[src/rtl/rename_stage_if.sv]
// Decode-side, retire-side and issue-side signals of the rename stage.
// The master drives decode and retire inputs; the slave (rename_stage) drives the renamed outputs.
interface rename_stage_if #(
  parameter int unsigned NUM_TAGS      = 64,
  parameter int unsigned NUM_TAGS_LOG2 = $clog2(NUM_TAGS)
);
  logic                     stall_in;
  logic                     in_valid;
  logic [3:0]               in_op;
  logic [4:0]               in_rd;
  logic [4:0]               in_rs1;
  logic [4:0]               in_rs2;
  logic                     in_use_imm;
  logic [31:0]              in_imm;
  logic                     retire_valid;
  logic [NUM_TAGS_LOG2-1:0] retire_tag_old;

  logic                     out_valid;
  logic [3:0]               out_op;
  logic [31:0]              out_imm;
  logic [NUM_TAGS_LOG2-1:0] out_tag_rd;
  logic [NUM_TAGS_LOG2-1:0] out_tag_rs1;
  logic [NUM_TAGS_LOG2-1:0] out_tag_rs2;
  logic [NUM_TAGS_LOG2-1:0] out_tag_old_rd;
  logic                     rename_stall;
  logic [NUM_TAGS_LOG2:0]   free_count;

  modport master (
    output stall_in, in_valid, in_op, in_rd, in_rs1, in_rs2, in_use_imm, in_imm,
           retire_valid, retire_tag_old,
    input  out_valid, out_op, out_imm, out_tag_rd, out_tag_rs1, out_tag_rs2, out_tag_old_rd,
           rename_stall, free_count
  );

  modport slave (
    input  stall_in, in_valid, in_op, in_rd, in_rs1, in_rs2, in_use_imm, in_imm,
           retire_valid, retire_tag_old,
    output out_valid, out_op, out_imm, out_tag_rd, out_tag_rs1, out_tag_rs2, out_tag_old_rd,
           rename_stall, free_count
  );
endinterface

[src/rtl/rename_stage.sv]
// Register rename: RAT lookup/update, circular free list of physical tags, and a
// registered output stage feeding the issue queue. Tag 0 is permanently x0.
module rename_stage #(
  parameter int unsigned NUM_TAGS      = 64,
  parameter int unsigned NUM_TAGS_LOG2 = $clog2(NUM_TAGS),
  parameter int unsigned ARCH_REGS     = 32
) (
  input logic           clk,
  input logic           rst,
  rename_stage_if.slave bus
);
  localparam int unsigned TW = NUM_TAGS_LOG2;
  localparam int unsigned CW = NUM_TAGS_LOG2 + 1;
  localparam int unsigned InitFree = NUM_TAGS - ARCH_REGS;
  localparam logic [CW-1:0] FullCount = CW'(NUM_TAGS);

  logic [TW-1:0] rat_q [ARCH_REGS];
  logic [TW-1:0] fl_q [NUM_TAGS];
  logic [TW-1:0] head_q, tail_q;
  logic [CW-1:0] count_q, count_d;

  logic          out_valid_q;
  logic [3:0]    out_op_q;
  logic [31:0]   out_imm_q;
  logic [TW-1:0] out_tag_rd_q, out_tag_rs1_q, out_tag_rs2_q, out_tag_old_rd_q;

  logic          need_alloc, stall, accept, pop, push;
  logic [TW-1:0] src1_tag, src2_tag, old_rd_tag, head_tag;

  always_comb begin
    need_alloc = bus.in_valid & (bus.in_rd != 5'd0);
    // Same-cycle retire deliberately does not bypass into allocation.
    stall      = bus.stall_in | (need_alloc & (count_q == '0));
    accept     = bus.in_valid & ~stall;
    pop        = accept & need_alloc;
    push       = bus.retire_valid & (bus.retire_tag_old != '0) & (count_q != FullCount);
    src1_tag   = rat_q[bus.in_rs1];
    src2_tag   = (bus.in_use_imm || bus.in_rs2 == 5'd0) ? '0 : rat_q[bus.in_rs2];
    old_rd_tag = rat_q[bus.in_rd];
    head_tag   = fl_q[head_q];
    count_d    = count_q;
    unique case ({push, pop})
      2'b10:   count_d = count_q + 1'b1;
      2'b01:   count_d = count_q - 1'b1;
      default: count_d = count_q;
    endcase
  end

  always_ff @(posedge clk) begin
    if (rst) begin
      for (int i = 0; i < int'(ARCH_REGS); i++) begin
        rat_q[i] <= TW'(i);
      end
      for (int i = 0; i < int'(NUM_TAGS); i++) begin
        fl_q[i] <= (i < int'(InitFree)) ? TW'(i + int'(ARCH_REGS)) : '0;
      end
      head_q  <= '0;
      tail_q  <= TW'(InitFree);
      count_q <= CW'(InitFree);
    end else begin
      if (pop) begin
        rat_q[bus.in_rd] <= head_tag;
        head_q           <= head_q + 1'b1;
      end
      if (push) begin
        fl_q[tail_q] <= bus.retire_tag_old;
        tail_q       <= tail_q + 1'b1;
      end
      count_q <= count_d;
    end
  end

  always_ff @(posedge clk) begin
    if (rst) begin
      out_valid_q      <= 1'b0;
      out_op_q         <= '0;
      out_imm_q        <= '0;
      out_tag_rd_q     <= '0;
      out_tag_rs1_q    <= '0;
      out_tag_rs2_q    <= '0;
      out_tag_old_rd_q <= '0;
    end else if (!bus.stall_in) begin
      out_valid_q <= accept;
      if (accept) begin
        out_op_q         <= bus.in_op;
        out_imm_q        <= bus.in_imm;
        out_tag_rs1_q    <= src1_tag;
        out_tag_rs2_q    <= src2_tag;
        out_tag_rd_q     <= need_alloc ? head_tag : '0;
        out_tag_old_rd_q <= need_alloc ? old_rd_tag : '0;
      end
    end
  end

  assign bus.out_valid      = out_valid_q;
  assign bus.out_op         = out_op_q;
  assign bus.out_imm        = out_imm_q;
  assign bus.out_tag_rd     = out_tag_rd_q;
  assign bus.out_tag_rs1    = out_tag_rs1_q;
  assign bus.out_tag_rs2    = out_tag_rs2_q;
  assign bus.out_tag_old_rd = out_tag_old_rd_q;
  assign bus.rename_stall   = stall;
  assign bus.free_count     = count_q;
endmodule

[src/flat_wrapper.sv]
// flat-port wrapper written by rule: the top's interface ports become plain ports
module rename_stage_flat 
#(
  parameter int unsigned NUM_TAGS      = 64,
  parameter int unsigned NUM_TAGS_LOG2 = $clog2(NUM_TAGS),
  parameter int unsigned ARCH_REGS     = 32
)
  (clk, rst, bus_stall_in, bus_in_valid, bus_in_op, bus_in_rd, bus_in_rs1, bus_in_rs2, bus_in_use_imm, bus_in_imm, bus_retire_valid, bus_retire_tag_old, bus_out_valid, bus_out_op, bus_out_imm, bus_out_tag_rd, bus_out_tag_rs1, bus_out_tag_rs2, bus_out_tag_old_rd, bus_rename_stall, bus_free_count);
  rename_stage_if #(.NUM_TAGS(NUM_TAGS), .NUM_TAGS_LOG2(NUM_TAGS_LOG2)) bus_i ();
  input logic clk;
  input logic rst;
  input wire logic [$bits(bus_i.stall_in)-1:0] bus_stall_in;
  input wire logic [$bits(bus_i.in_valid)-1:0] bus_in_valid;
  input wire logic [$bits(bus_i.in_op)-1:0] bus_in_op;
  input wire logic [$bits(bus_i.in_rd)-1:0] bus_in_rd;
  input wire logic [$bits(bus_i.in_rs1)-1:0] bus_in_rs1;
  input wire logic [$bits(bus_i.in_rs2)-1:0] bus_in_rs2;
  input wire logic [$bits(bus_i.in_use_imm)-1:0] bus_in_use_imm;
  input wire logic [$bits(bus_i.in_imm)-1:0] bus_in_imm;
  input wire logic [$bits(bus_i.retire_valid)-1:0] bus_retire_valid;
  input wire logic [$bits(bus_i.retire_tag_old)-1:0] bus_retire_tag_old;
  output wire logic [$bits(bus_i.out_valid)-1:0] bus_out_valid;
  output wire logic [$bits(bus_i.out_op)-1:0] bus_out_op;
  output wire logic [$bits(bus_i.out_imm)-1:0] bus_out_imm;
  output wire logic [$bits(bus_i.out_tag_rd)-1:0] bus_out_tag_rd;
  output wire logic [$bits(bus_i.out_tag_rs1)-1:0] bus_out_tag_rs1;
  output wire logic [$bits(bus_i.out_tag_rs2)-1:0] bus_out_tag_rs2;
  output wire logic [$bits(bus_i.out_tag_old_rd)-1:0] bus_out_tag_old_rd;
  output wire logic [$bits(bus_i.rename_stall)-1:0] bus_rename_stall;
  output wire logic [$bits(bus_i.free_count)-1:0] bus_free_count;
  assign bus_i.stall_in = bus_stall_in;
  assign bus_i.in_valid = bus_in_valid;
  assign bus_i.in_op = bus_in_op;
  assign bus_i.in_rd = bus_in_rd;
  assign bus_i.in_rs1 = bus_in_rs1;
  assign bus_i.in_rs2 = bus_in_rs2;
  assign bus_i.in_use_imm = bus_in_use_imm;
  assign bus_i.in_imm = bus_in_imm;
  assign bus_i.retire_valid = bus_retire_valid;
  assign bus_i.retire_tag_old = bus_retire_tag_old;
  assign bus_out_valid = bus_i.out_valid;
  assign bus_out_op = bus_i.out_op;
  assign bus_out_imm = bus_i.out_imm;
  assign bus_out_tag_rd = bus_i.out_tag_rd;
  assign bus_out_tag_rs1 = bus_i.out_tag_rs1;
  assign bus_out_tag_rs2 = bus_i.out_tag_rs2;
  assign bus_out_tag_old_rd = bus_i.out_tag_old_rd;
  assign bus_rename_stall = bus_i.rename_stall;
  assign bus_free_count = bus_i.free_count;
  rename_stage #(.NUM_TAGS(NUM_TAGS), .NUM_TAGS_LOG2(NUM_TAGS_LOG2), .ARCH_REGS(ARCH_REGS)) u_core (.clk(clk), .rst(rst), .bus(bus_i));
endmodule
[config.mk]
export PLATFORM = sky130hd
export DESIGN_NAME = rename_stage_flat
export DESIGN_NICKNAME = d
export VERILOG_FILES = /design/src/rtl/rename_stage_if.sv /design/src/rtl/rename_stage.sv /design/src/flat_wrapper.sv
export SDC_FILE = /design/constraint.sdc
export NUM_CORES = 1
export LEC_CHECK = 0
export CAP_MARGIN = 20
export CORE_ASPECT_RATIO = 0.6
export CORE_MARGIN = 2
export CORE_UTILIZATION = 35
export DETAILED_ROUTE_END_ITERATION = 10
export GPL_TIMING_DRIVEN = 0
export PLACE_DENSITY_LB_ADDON = 0.08
export RECOVER_POWER = 100
export SKIP_LAST_GASP = 1
export SLEW_MARGIN = 20
export SYNTH_ARGS = -nofsm -noshare
export SYNTH_HDL_FRONTEND = slang
export SYNTH_SLANG_ARGS = --single-unit
[constraint.sdc]
create_clock -name clk -period 4.2 [get_ports clk]
set_input_delay 0.84 -clock clk [delete_from_list [all_inputs] [get_ports clk]]
set_output_delay 0.84 -clock clk [all_outputs]
set_load 0.05 [all_outputs]
-- Word-level counts from Yosys, hierarchy flattened
Memories as Yosys holds them, arrays and structs flattened. A register that Yosys moved wholly into a read port is not among the register bits.
Index checks and enable logic that the tools add are counted.
- input port bits: 63
- memory bits (writable): 576
- flip-flop bits (word level): 74
- logic and storage cells: 56
- output and inout port bits: 69
- memories kept: 2
- memories (name ; depth ; width ; read ports ; clocked after memory_dff ; wr ports ; RTL line ; text):
    u_core.fl_q ; 64 ; 6 ; 1 ; 1 ; 64 ; rename_stage.sv:18 ; logic [TW-1:0] fl_q [NUM_TAGS];
    u_core.rat_q ; 32 ; 6 ; 3 ; 1 ; 32 ; rename_stage.sv:17 ; logic [TW-1:0] rat_q [ARCH_REGS];
- multiplexer cells: 20
- bitwise operators: 9
- $add $sub $neg: 4
- reductions and logical operators: 9
- eq/ne operators: 3
- operator list (kind ; number):
    $mux W6 ; 8
    $pmux W7 S2 ; 1
    $add A6 B1 Y6 const B ; 2
    $reduce_or A6 Y1 ; 2
    $mux W1 ; 10
    $add A7 B1 Y7 const B ; 1
    $logic_not A7 Y1 ; 1
    $ne A7 B7 Y1 const B ; 1
    $sub A7 B1 Y7 const B ; 1
    $and A1 B1 Y1 ; 6
    $reduce_bool A6 Y1 ; 1
    $logic_not A5 Y1 ; 1
    $mux W5 ; 1
    $reduce_bool A5 Y1 ; 1
    $eq A2 B1 Y1 const B ; 1
    $eq A2 B2 Y1 const B ; 1
    $not A1 Y1 ; 2
    $reduce_and A2 Y1 ; 1
    $reduce_bool A2 Y1 ; 1
    $logic_or A1 B1 Y1 ; 1
    $or A1 B1 Y1 ; 1

-- Depth between registers and ports, before layout
- depth after elaboration: 12
- gate-level depth with buffers: 13
- mapped depth without buffers: 12

-- Worst setup path after synthesis
Ideal clock, no wire load.
- kind: in2reg
- start: input bus_in_rd[3]
- end: register u_core.count_q[6] (netlist: u_core.bus.free_count[6])
- required time: 4.130 ns
- path buffers: 1
- path slack: 0.449 ns
- setup time: 0.070 ns
- stages: 12
- arrival: 3.681 ns
- path through: buf_2 or3_1 o31ai_1 nor3_1 ha_1 ha_1 nor2b_1 o21ai_0 a21oi_1 or4_1 a31o_2 a21oi_1
- longest elaborated chain between the ends: 9
- elaborated cells on any way between the ends: 11
- classes of those cells: 2 x eq/ne; 1 x mux; 6 x bitwise; 2 x reduce/logical
- RTL lines (element ; RTL line ; text):
    start: declaration ; flat_wrapper.sv:15 ; input wire logic [$bits(bus_i.in_rd)-1:0] bus_in_rd;
    $reduce_bool A5 Y1 (*) ; rename_stage.sv:31 ; need_alloc = bus.in_valid & (bus.in_rd != 5'd0);
    $and A1 B1 Y1 (*) ; rename_stage.sv:31 ;
    $and A1 B1 Y1 ; rename_stage.sv:33 ; stall = bus.stall_in | (need_alloc & (count_q == '0));
    $or A1 B1 Y1 ; rename_stage.sv:33 ;
    $not A1 Y1 ; rename_stage.sv:34 ; accept = bus.in_valid & ~stall;
    $and A1 B1 Y1 ; rename_stage.sv:34 ;
    $and A1 B1 Y1 (*) ; rename_stage.sv:35 ; pop = accept & need_alloc;
    $eq A2 B1 Y1 or $eq A2 B2 Y1 (tied branches) ; rename_stage.sv:42 ; unique case ({push, pop})
    $pmux W7 S2 or $reduce_bool A2 Y1 (tied branches) ; - ;
    end signal: assignment ; rename_stage.sv:59 ; count_q <= CW'(InitFree);
    end signal: assignment ; rename_stage.sv:69 ; count_q <= count_d;
    end: declaration ; rename_stage.sv:20 ; logic [CW-1:0] count_q, count_d;
Mark *: on every way between the ends. The rest lies on a longest branch, timed or not.
A chain may end at the register's enable or synchronous reset.

==> flow_metrics.py <==
metrics = {
    "grt": {
        "overflow": 0,
        "grt_pass1_vias": 22900,
        "antenna_found_initial": 14,
        "grt_pass1_wl_um": 192000,
        "grt_max_degree": 15,
        "track_usage_pct": 28.8,
    },
    "routing": {
        "dr.pass1.iters": 6,
        "detail-route-antenna-nets": 0,
        "drt_iter0_markers": 3384,
        "wire_per_inst_um": 35.1,
        "routed_wl_um": 141000,
        "viasPerCell": 5.98,
        "drc": 0,
        "via_count": 24000,
    },
    "yosys": {
        "ys_seq_area_share_pct": 57.3,
        "yosys_warnings": 0,
        "synth_edf_count": 576,
        "ys.flop_type": "edfxtp_1",
        "async_flop_share_pct": 0,
        "ys_ff_latch": 662,
        "synth_cells": 2512,
        "synth_cell_types": 66,
        "syn_avg_cell_area_um2": 13.2,
        "synth_area_um2": 33200,
    },
    "power_and_ir_drop": {
        "pwr-share-seq_pct": 47.1,
        "irDropWorstVdd_mv": 0.278,
        "power_frac_comb_pct": 12.9,
        "p_leak_nw": 11.9,
        "power_frac_clock_pct": 40.0,
        "p_sw_share_pct": 27.5,
        "p_int_mw": 11.4,
        "p_sw_mw": 4.34,
        "p_per_area_nw_per_um2": 412,
    },
    "sta": {
        "hold_violations": 0,
        "drv_slew": 4,
        "fin_ws_ps": -88.8,
        "slew_headroom_pct": -18.1,
        "setup_viol_count_final": 16,
        "min_period_ps": 4290,
        "max_freq_ghz": 0.233,
        "worstMarginPinSlew_ps": 1750,
        "fin_hold_ws_ps": 441,
        "skew_ps": 22.0,
        "period_share_pct": 102,
    },
    "critical_path": {
        "path_cells": "buf_2, buf_2, clkbuf_2, mux2i_1, nand2_1, o211ai_1, o22ai_1, o31ai_1, clkbuf_2, nor2_1",
        "rr_worst_depth": 10,
        "reg2reg_slack_ps": -90,
        "crit_arrival_ps": 4660,
        "worst_path_max_delay_cell": "o31ai_1",
        "cp_max_fo": 10,
        "cp-start-kind": "flop",
        "endpoint": "u_core.rat_q[12][1]$_SDFFCE_PN0P_",
        "worstSetupEndpointType": "flop",
        "r2r_end": "u_core.rat_q[12][1]$_SDFFCE_PN0P_",
        "cp_slowest_stage_delay_ps": 680,
        "worst-setup-path-type": "reg -> reg",
        "critPathRequiredTime_ps": 4570,
    },
    "clock_network": {
        "clockBufferDepth": 3,
        "cts_buffers": 70,
        "cts_root_buf": "clkbuf_16",
        "htree_levels": 3,
        "cts.sinks": 662,
        "path_clk_slew_ps": 60,
        "holdBufCountCts": 0,
        "clock_latency_ps": 660,
        "tritoncts": "done",
    },
    "finish": {
        "final_util_pct": 40.7,
        "finalNetCount": 2789,
        "syn2layout_area_growth_pct": 15.4,
        "fillers": 8856,
        "drive_gt1_share_pct": 15.8,
    },
    "floorplanning": {
        "std_cell_rows": 87,
        "die_x_um": 401,
        "initial_core_util_pct": 35.3,
        "die_area_um2": 97300,
        "core_area_um2": 93900,
        "die_h_um": 242,
        "ios": 132,
    },
    "hold_path": {
        "hold_path_class": "reg -> reg",
    },
    "place": {
        "io_buffers": 124,
        "hpwl_um": 109000,
        "place_congestion": 1.05,
    },
    "job": {
        "cap_violations": 1,
    },
    "status": {
        "outcome": "complete, but fails checks",
        "violations": "capacitance limit, slew limit, setup timing",
    },
}
==> registers in the layout, indices dropped and copies added, names as in the netlist, 4 cells and up, named ones only <==
name / flops
u_core.bus.out_tag_old_rd: 6
u_core.bus.out_tag_rd: 6
u_core.bus.out_op: 4
u_core.rat_q: 192
u_core.head_q: 6
u_core.bus.free_count: 7
u_core.tail_q: 6
u_core.bus.out_imm: 32
u_core.fl_q: 384
u_core.bus.out_tag_rs2: 6
u_core.bus.out_tag_rs1: 6
==> logic make-up (layout without fill, tap and decap cells) <==
logic type | after synthesis | in the layout | synth area share (%)
adder cells (fa/ha/maj) | 9 | 9 | 0.362
buffers and inverters | 233 | 484 | 3.19
XOR/XNOR | 12 | 12 | 0.317
flip-flops | 662 | 662 | 57.3
AO/OA/AOI/OAI | 222 | 222 | 4.43
AND/OR/NAND/NOR | 1062 | 1062 | 16.7
multiplexers | 311 | 311 | 17.6
other | 1 | 9 | 0.0113
==> repair_timing <==
action | 4_1_cts | 5_1_grt
setup endpoints to repair | 162 | 136
pin swaps | 0 | 1
gates resized for setup | 14 | 11
setup buffers | 0 | 2
==> per-stage QoR <==
| stage | setup slack [ps] | power, mW | TNS, ps | area (um^2) | std cells |
|---|---|---|---|---|---|
| 2_1_floorplan | 449 | 8.59 | 0 | 33200 | 2517 |
| 3_3_place_gp | -1120 | 9.53 | -178920 | 36000 | 3887 |
| 3_5_place_dp | -1070 | 9.54 | -123570 | 36000 | 3889 |
| 4_1_cts | 50.0 | 15.8 | 0 | 38300 | 4012 |
| 5_1_grt | -0.484 | 16.1 | -0.484 | 38300 | 4014 |
| 6_report | -88.8 | 15.8 | -834 | 38300 | 4017 |
==> placed cells by master, fill, tap and decap left out, drive strengths merged, types with 27 or more instances in the layout <==
cell,instances
a21oi,66
a22oi,54
and2,275
buf,61
clkbuf,253
clkdlybuf4s50,52
clkinv,27
dfxtp,86
dlygate4sd3,72
edfxtp,576
mux2i,79
mux4,216
nand2,215
nand2b,46
nand3,28
nor2,231
nor2b,28
o22ai,31
or2,68
or3,114
==> cells in the mapped netlist, drive strengths merged (3+ instances only) <==
master   instances  area (um^2)
edfxtp         576        17300
and2           275         1720
nor2           231          892
mux4           216         4860
nand2          215          810
clkbuf         130          492
or3            114          714
buf             93          529
dfxtp           86         1720
mux2i           79          791
or2             68          425
a21oi           66          330
a22oi           54          405
nand2b          46          288
o22ai           31          194
nand3           28          150
nor2b           28          175
nor3            21          110
mux2            16          180
a211oi          12         90.1
o21ai           12         60.1
inv             10         37.5
ha               8          100
xor2             8         70.1
nand3b           7         52.6
o211ai           7         52.6
a221o            6         60.1
a22o             6         52.6
and3             6         37.5
nand4            5         31.3
o2111ai          5         43.8
or4              5         41.3
a31oi            4         25.0
nor4             4         25.0
or3b             4         35.0
xnor2            4         35.0
a221oi           3         26.3
a32oi            3         26.3
o31ai            3         22.5
==> layer usage <==
metal,GRT usage [%],wire (um)
met5,0,85
met4,5.54,2420
met3,14.3,23000
met2,32.8,48400
met1,46.6,67300
==> power groups by stage <==
stage,combinational (mW),clock (mW),sequential (mW)
finish,2.03,6.31,7.43
global route,2.08,6.61,7.45
CTS,1.99,6.38,7.43
detailed placement,1.97,0,7.57
global placement,1.97,0,7.56
floorplan,0.921,0,7.67
==> worst max-delay path, delay by kind of cell (launching register included) <==
kind | cells | cell delay [ps]
compound gates | 3 | 980
flops | 1 | 310
buf+inv | 4 | 1840
mux | 1 | 630
simple gates | 2 | 230
==> layout make-up <==
| type | count | area [um^2] | share of cell area [%] |
|---|---|---|---|
| Clock buffer | 88 | 1900 | 4.97 |
| Timing Repair Buffer | 128 | 1270 | 3.33 |
| Clock inverter | 35 | 325 | 0.850 |
| Buffer | 223 | 971 | 2.54 |
| Inverter | 10 | 37.5 | 0.0981 |
| Tap cell | 1246 | 1560 | 4.07 |
| Sequential cell | 662 | 19000 | 49.7 |
| Antenna cell | 3 | 7.51 | 0.0196 |
| Multi-Input combinational cell | 1622 | 13200 | 34.4 |
==> how the worst min path moves through the flow <==
stage / cells after the start / from / slack [ps] / endpoint
after floorplan: 2 / u_core.head_q[5]$_SDFFE_PP0N_ / 480 / flop
after global placement: 2 / u_core.bus.out_tag_rs2[1]$_SDFFE_PP0P_ / 440 / u_core.bus.out_tag_rs2[1]$_SDFFE_PP0P_
after detailed placement: 2 / u_core.bus.out_tag_rs2[3]$_SDFFE_PP0P_ / 440 / u_core.bus.out_tag_rs2[3]$_SDFFE_PP0P_
after CTS: 2 / u_core.bus.out_tag_rs2[3]$_SDFFE_PP0P_ / 440 / u_core.bus.out_tag_rs2[3]$_SDFFE_PP0P_
after global routing: 2 / u_core.bus.out_tag_rs2[3]$_SDFFE_PP0P_ / 450 / u_core.bus.out_tag_rs2[3]$_SDFFE_PP0P_
final: 2 / u_core.bus.out_tag_rs2[3]$_SDFFE_PP0P_ / 440 / u_core.bus.out_tag_rs2[3]$_SDFFE_PP0P_
No activity file was read; power rests on OpenSTA's default activity.
